File: src/rtl/press_event_classifier_pkg.sv
// press_pkg: shared constants for the press event classifier.
// Holds the default tick thresholds, the FSM state encodings and the
// event identifiers used when scoreboarding classifier output.
package press_pkg;

  // Default thresholds, in 10 ms ticks
  localparam int unsigned LONG_TICKS_DEF   = 50;
  localparam int unsigned DBL_TICKS_DEF    = 25;
  localparam int unsigned REPEAT_TICKS_DEF = 10;
  localparam int unsigned CNT_W_DEF        = 8;

  // Classifier states; encodings 5..7 are illegal and recover to IDLE
  localparam int unsigned ST_W   = 3;
  localparam logic [2:0]  IDLE   = 3'd0;
  localparam logic [2:0]  PRESS1 = 3'd1;
  localparam logic [2:0]  GAP    = 3'd2;
  localparam logic [2:0]  PRESS2 = 3'd3;
  localparam logic [2:0]  LONG   = 3'd4;

  // Event identifiers for scoreboarding
  typedef enum logic [2:0] {
    EV_NONE   = 3'd0,
    EV_SHORT  = 3'd1,
    EV_LONG   = 3'd2,
    EV_DOUBLE = 3'd3,
    EV_REPEAT = 3'd4
  } event_e;

endpackage

File: src/rtl/press_event_classifier_timer.sv
// press_timer: saturating tick counter with a threshold compare.
// Ports:
//   clk, reset   - clock, synchronous active-high reset
//   clr          - clear the count (wins over tick)
//   tick         - count enable strobe
//   limit        - threshold; hit_c fires on the tick that reaches it
//   hit_c        - combinational: tick && (count == limit-1)
module press_timer #(
  parameter int unsigned CNT_W = 8
) (
  input  logic             clk,
  input  logic             reset,
  input  logic             clr,
  input  logic             tick,
  input  logic [CNT_W-1:0] limit,
  output logic             hit_c
);

  logic [CNT_W-1:0] cnt_q;
  logic [CNT_W-1:0] cnt_d;

  // Clear has priority; increment saturates at all-ones
  always_comb begin
    cnt_d = cnt_q;
    if (clr) begin
      cnt_d = '0;
    end else if (tick && (cnt_q != '1)) begin
      cnt_d = cnt_q + CNT_W'(1);
    end
  end

  always_ff @(posedge clk) begin
    if (reset) begin
      cnt_q <= '0;
    end else begin
      cnt_q <= cnt_d;
    end
  end

  assign hit_c = tick && (cnt_q == (limit - CNT_W'(1)));

endmodule

File: src/rtl/press_event_classifier.sv
// press_event_classifier: classifies debounced presses into short, long
// and double-click events, with a held-level flag.
// Optional feature: define PRESS_AUTOREPEAT_EN to emit repeat_p every
// REPEAT_TICKS while held long; otherwise repeat_p is tied 0.
// Ports:
//   clk, reset - clock, synchronous active-high reset
//   db         - debounced switch level (1 = pressed), synchronous to clk
//   tick10     - one-clk strobe every 10 ms
//   short_p    - pulse: single short press completed
//   long_p     - pulse: press reached LONG_TICKS
//   double_p   - pulse: double click completed
//   held       - level: state was LONG on the previous cycle
//   repeat_p   - pulse: auto-repeat while held long
module press_event_classifier
  import press_pkg::*;
#(
  parameter int unsigned LONG_TICKS   = LONG_TICKS_DEF,
  parameter int unsigned DBL_TICKS    = DBL_TICKS_DEF,
  parameter int unsigned REPEAT_TICKS = REPEAT_TICKS_DEF,
  parameter int unsigned CNT_W        = CNT_W_DEF
) (
  input  logic clk,
  input  logic reset,
  input  logic db,
  input  logic tick10,
  output logic short_p,
  output logic long_p,
  output logic double_p,
  output logic held,
  output logic repeat_p
);

  logic [ST_W-1:0]  state_q, state_d;
  logic             short_q, short_d;
  logic             long_q, long_d;
  logic             double_q, double_d;
  logic             held_q, held_d;
  logic             clr;
  logic             hit;
  logic [CNT_W-1:0] limit;
`ifdef PRESS_AUTOREPEAT_EN
  logic             repeat_q, repeat_d;
  logic             rep_clr;
`endif

  press_timer #(.CNT_W(CNT_W)) u_timer (
    .clk   (clk),
    .reset (reset),
    .clr   (clr),
    .tick  (tick10),
    .limit (limit),
    .hit_c (hit)
  );

  // Next state and pulses; a db change is checked before any threshold
  always_comb begin
    state_d  = state_q;
    short_d  = 1'b0;
    long_d   = 1'b0;
    double_d = 1'b0;
    limit    = CNT_W'(LONG_TICKS);
`ifdef PRESS_AUTOREPEAT_EN
    repeat_d = 1'b0;
    rep_clr  = 1'b0;
`endif
    case (state_q)
      IDLE: begin
        if (db) state_d = PRESS1;
      end
      PRESS1: begin
        if (!db) begin
          state_d = GAP;
        end else if (hit) begin
          state_d = LONG;
          long_d  = 1'b1;
        end
      end
      GAP: begin
        limit = CNT_W'(DBL_TICKS);
        if (db) begin
          state_d = PRESS2;
        end else if (hit) begin
          state_d = IDLE;
          short_d = 1'b1;
        end
      end
      PRESS2: begin
        if (!db) begin
          state_d  = IDLE;
          double_d = 1'b1;
        end else if (hit) begin
          // First click of an aborted double still counts as short
          state_d = LONG;
          short_d = 1'b1;
          long_d  = 1'b1;
        end
      end
      LONG: begin
        limit = CNT_W'(REPEAT_TICKS);
        if (!db) begin
          state_d = IDLE;
        end
`ifdef PRESS_AUTOREPEAT_EN
        else if (hit) begin
          repeat_d = 1'b1;
          rep_clr  = 1'b1;
        end
`endif
      end
      default: state_d = IDLE;
    endcase
  end

  // Counter restarts on every state change (and on each repeat)
`ifdef PRESS_AUTOREPEAT_EN
  assign clr = (state_d != state_q) || rep_clr;
`else
  assign clr = (state_d != state_q);
`endif

  assign held_d = (state_q == LONG);

  always_ff @(posedge clk) begin
    if (reset) begin
      state_q  <= IDLE;
      short_q  <= 1'b0;
      long_q   <= 1'b0;
      double_q <= 1'b0;
      held_q   <= 1'b0;
    end else begin
      state_q  <= state_d;
      short_q  <= short_d;
      long_q   <= long_d;
      double_q <= double_d;
      held_q   <= held_d;
    end
  end

`ifdef PRESS_AUTOREPEAT_EN
  always_ff @(posedge clk) begin
    if (reset) begin
      repeat_q <= 1'b0;
    end else begin
      repeat_q <= repeat_d;
    end
  end
  assign repeat_p = repeat_q;
`else
  assign repeat_p = 1'b0;
`endif

  assign short_p  = short_q;
  assign long_p   = long_q;
  assign double_p = double_q;
  assign held     = held_q;

endmodule

File: config.mk
export PLATFORM = sky130hd
export DESIGN_NAME = press_event_classifier
export DESIGN_NICKNAME = d
export VERILOG_FILES = /design/src/rtl/press_event_classifier_pkg.sv /design/src/rtl/press_event_classifier_timer.sv /design/src/rtl/press_event_classifier.sv
export SDC_FILE = /design/constraint.sdc
export NUM_CORES = 1
export LEC_CHECK = 0
export ABC_AREA = 1
export CAP_MARGIN = 40
export CORE_MARGIN = 3
export CORE_UTILIZATION = 56
export CTS_CLUSTER_SIZE = 28
export DETAILED_ROUTE_END_ITERATION = 7
export GPL_ROUTABILITY_DRIVEN = 0
export GPL_TIMING_DRIVEN = 0
export PLACE_DENSITY = 0.77
export RECOVER_POWER = 100
export SYNTH_ARGS = -nofsm -noshare
export SYNTH_HDL_FRONTEND = slang
export SYNTH_HIERARCHICAL = 1
export SYNTH_SLANG_ARGS = --single-unit
File: constraint.sdc
create_clock -name clk -period 2.77 [get_ports clk]
set_input_delay 0.277 -clock clk [delete_from_list [all_inputs] [get_ports clk]]
set_output_delay 0.277 -clock clk [all_outputs]
set_load 0.01 [all_outputs]
==> metrics.txt <==
Crit Path Category=flip-flop to flip-flop; drt wl/cell=10.7 µm; CTS tree=done; clock buffer depth=2; detailed placer's ending HPWL=1770 µm; Slew Viols, Final=0; Layout area overhead=25.1%; Initial Utilization=61.0%; Psw=0.124 mW; Arr. time, crit path=2.90 ns; number of global-route vias before repair=961; sequential share of power=52.4%; Comb power frac=18.1%; Avg Cell Area, Syn=5.85 µm²; outcome=finished clean; most frequent cell after synthesis=nand2_1; critical-path cell list=nor2_4 > inv_2 > nor2_4 > inv_2 > inv_2 > ha_4 > nand2_2 > nand2_1 > nor2_1 > nand2_1 > nor2_1 > nand3_1 > nor3_4 > inv_1 > nand2_2 > nor2_1 > nand2_1 > nand4_1 > nand2_2 > nor2_4 > and3_1; DR iter-0 viols=65; gr ovfl total=0; die height=50.1 µm; Distinct cells, synth=23; Setup Viol. Count Final=0; Synth area leaders=dfxtp_1, nand2_1, inv_1, nor2_1, nand3_1; EDFF count, synth=0; Main synth FF type=dfxtp_1; Residual DRC=0; drt first pass iters=4; clk sinks=15; peak supply drop=0.338 mV; Mapped Cells=186; worst-path fanout max=7; post-synthesis sequential area ratio=27.6%; Worst-Skew Late Latency=0.28 ns; Slowest Stage Delay on Critical Path=0.39 ns; Vias=1181; Final Hold Fails=0; H-tree levels=1; Worst Hold Class=flip-flop to flip-flop; LEAKAGE=0.624 nW; final wirelength=2540 µm; RSZ-0062 raised after global routing=true; f_max=0.369 GHz; switching share of power=29.2%; area leader, netlist=dfxtp_1; Fillers=135; Tcrit/Tclk final=97.9%; Post-DP Area=1220 µm²; Clk pwr share=29.5%; Int Pwr=0.301 mW; post-DR vias/cell=4.96; Total Neg Setup Slack=0 ns; number of nets still failing antenna checks after routing=0; top cells by instance count after synthesis=nand2_1, inv_1, nor2_1; # port buffers=7; Die Width=50.1 µm; element type at the critical path start=flip-flop; ANT cells=0; share of the synthesized area in the top cell type=27.6%; CP required=2.96 ns; antenna violations before repair=0; Clock Skew=0.000451 ns; floorplan row count=15; die area=2510 µm²; Finished Cell Area=1360 µm²; total power=0.425 mW; clock root cell=clkbuf_4; post-layout min period=2.71 ns; first-pass GRT wire length=3970 µm; fraction of registers with async set/reset=0%; Mapped Area=1090 µm²; largest net degree at the start of global routing=11; GR Util All Layers=20.9%; post-synthesis sequential element count=15; CP max stage cell=dfxtp_4; clk slew on worst S/H paths=0.09 ns; CTS buffer count=3; YS warnings=6; layout cells sized above 1=17.8%; Pwr Density=312 nW/µm²; Critical Path Sink Type=flip-flop; MaxCap Viol Count=0; CORE AREA=1780 µm²; # IOs=9; Final nets=220
## cell type report
| cell class | count | area, µm² | area share [%] |
|---|---|---|---|
| Inverter | 32 | 123 | 9.02 |
| Multi-Input combinational cell | 145 | 726 | 53.4 |
| Timing Repair Buffer | 15 | 130 | 9.57 |
| Clock inverter | 1 | 5.00 | 0.368 |
| Clock buffer | 3 | 22.5 | 1.66 |
| Sequential cell | 15 | 308 | 22.6 |
| Tap cell | 25 | 31.3 | 2.30 |
| Buffer | 2 | 15.0 | 1.10 |
## power by group through the flow
| stage | logic [mW] | clock network (mW) | registers [mW] |
|---|---|---|---|
| 5_1_grt | 0.0870 | 0.137 | 0.223 |
| 3_3_place_gp | 0.0616 | 0 | 0.228 |
| 3_5_place_dp | 0.0636 | 0 | 0.228 |
| 2_1_floorplan | 0.0482 | 0 | 0.227 |
| 6_report | 0.0770 | 0.125 | 0.223 |
| 4_1_cts | 0.0654 | 0.130 | 0.223 |
## metal layers
metal	wire length [µm]	share of wire, %	vias up	GRT usage (%)
met5	0	0	-	0
met2	1190	47	44	32.0
met4	44	1.7	0	11.5
li1	-	-	618	-
met3	182	7.2	6	4.23
met1	1120	44	513	26.9
## logic make-up after synthesis
family / count (synthesis) / share of synthesized area, %
buffers and inverters: 34 / 12.7
AOI/OAI and AO/OA: 16 / 8.75
and+or+nand+nor: 114 / 45.1
DFF: 15 / 27.6
adders and majority gates: 2 / 2.30
other: 1 / 0.345
xor gates and xnor gates: 4 / 3.22
## through the flow
step           hold slack, ns  setup WS, ns  util, %  std cells
3_5_place_dp            0.510        -0.228     68.4        226
5_1_grt                 0.555        -0.173     76.3        238
4_1_cts                 0.524       0.00467     70.7        230
3_3_place_gp            0.499        -0.191     68.4        226
2_1_floorplan           0.339         0.217        -        194
6_report                0.525        0.0570     76.3        238
## final timing paths
path	slack, ns	cells past startpoint	start	end
worst max-delay path	0.06	21	state_q[0]	u_timer/cnt_q[3]
worst min-delay path	0.53	2	u_timer/cnt_q[6]	u_timer/cnt_q[6]
worst max register to register	0.06	21	state_q[0]	u_timer/cnt_q[3]
worst min register to register	0.53	2	u_timer/cnt_q[6]	u_timer/cnt_q[6]
## registers in the layout (all words and copies together), names as in the netlist
signal and count:
long_p 1, u_timer/cnt_q 8, short_p 1, state_q 3, held 1, double_p 1
## repair_timing
item,CTS,global route
resized for setup,3,13
pin swaps,0,10
buffers inserted,0,8
setup endpoints to repair,8,8
hold buffers,0,0
## layout by cell type, fill, tap and decap left out, types with 2 or more instances in the layout
master           Yosys  layout
dfxtp_4              0       2
clkdlybuf4s50_1      0       7
xor2_1               2       2
a21oi_1              4       4
nand2_1             59      55
o21ai_0              8       8
buf_4                2      10
dfxtp_1             15      13
xnor2_1              2       2
nand4_1              3       3
nor3_1               3       2
clkbuf_4             0       3
a21oi_2              4       4
nor2_1              26      25
conb_1               1       9
nand2_2              1       5
nor2_4               1       3
inv_2                2       4
inv_1               29      27
nand3_1             16      16
## worst max-delay path: cells and delay by family, from the launching register on
family                   cells  cell delay [ns]
flip-flops                   1             0.39
adder cells (fa/ha/maj)      1             0.20
AND/OR/NAND/NOR             16             1.76
buffers and inverters        4             0.29
No activity file was read; power rests on OpenSTA's default activity.
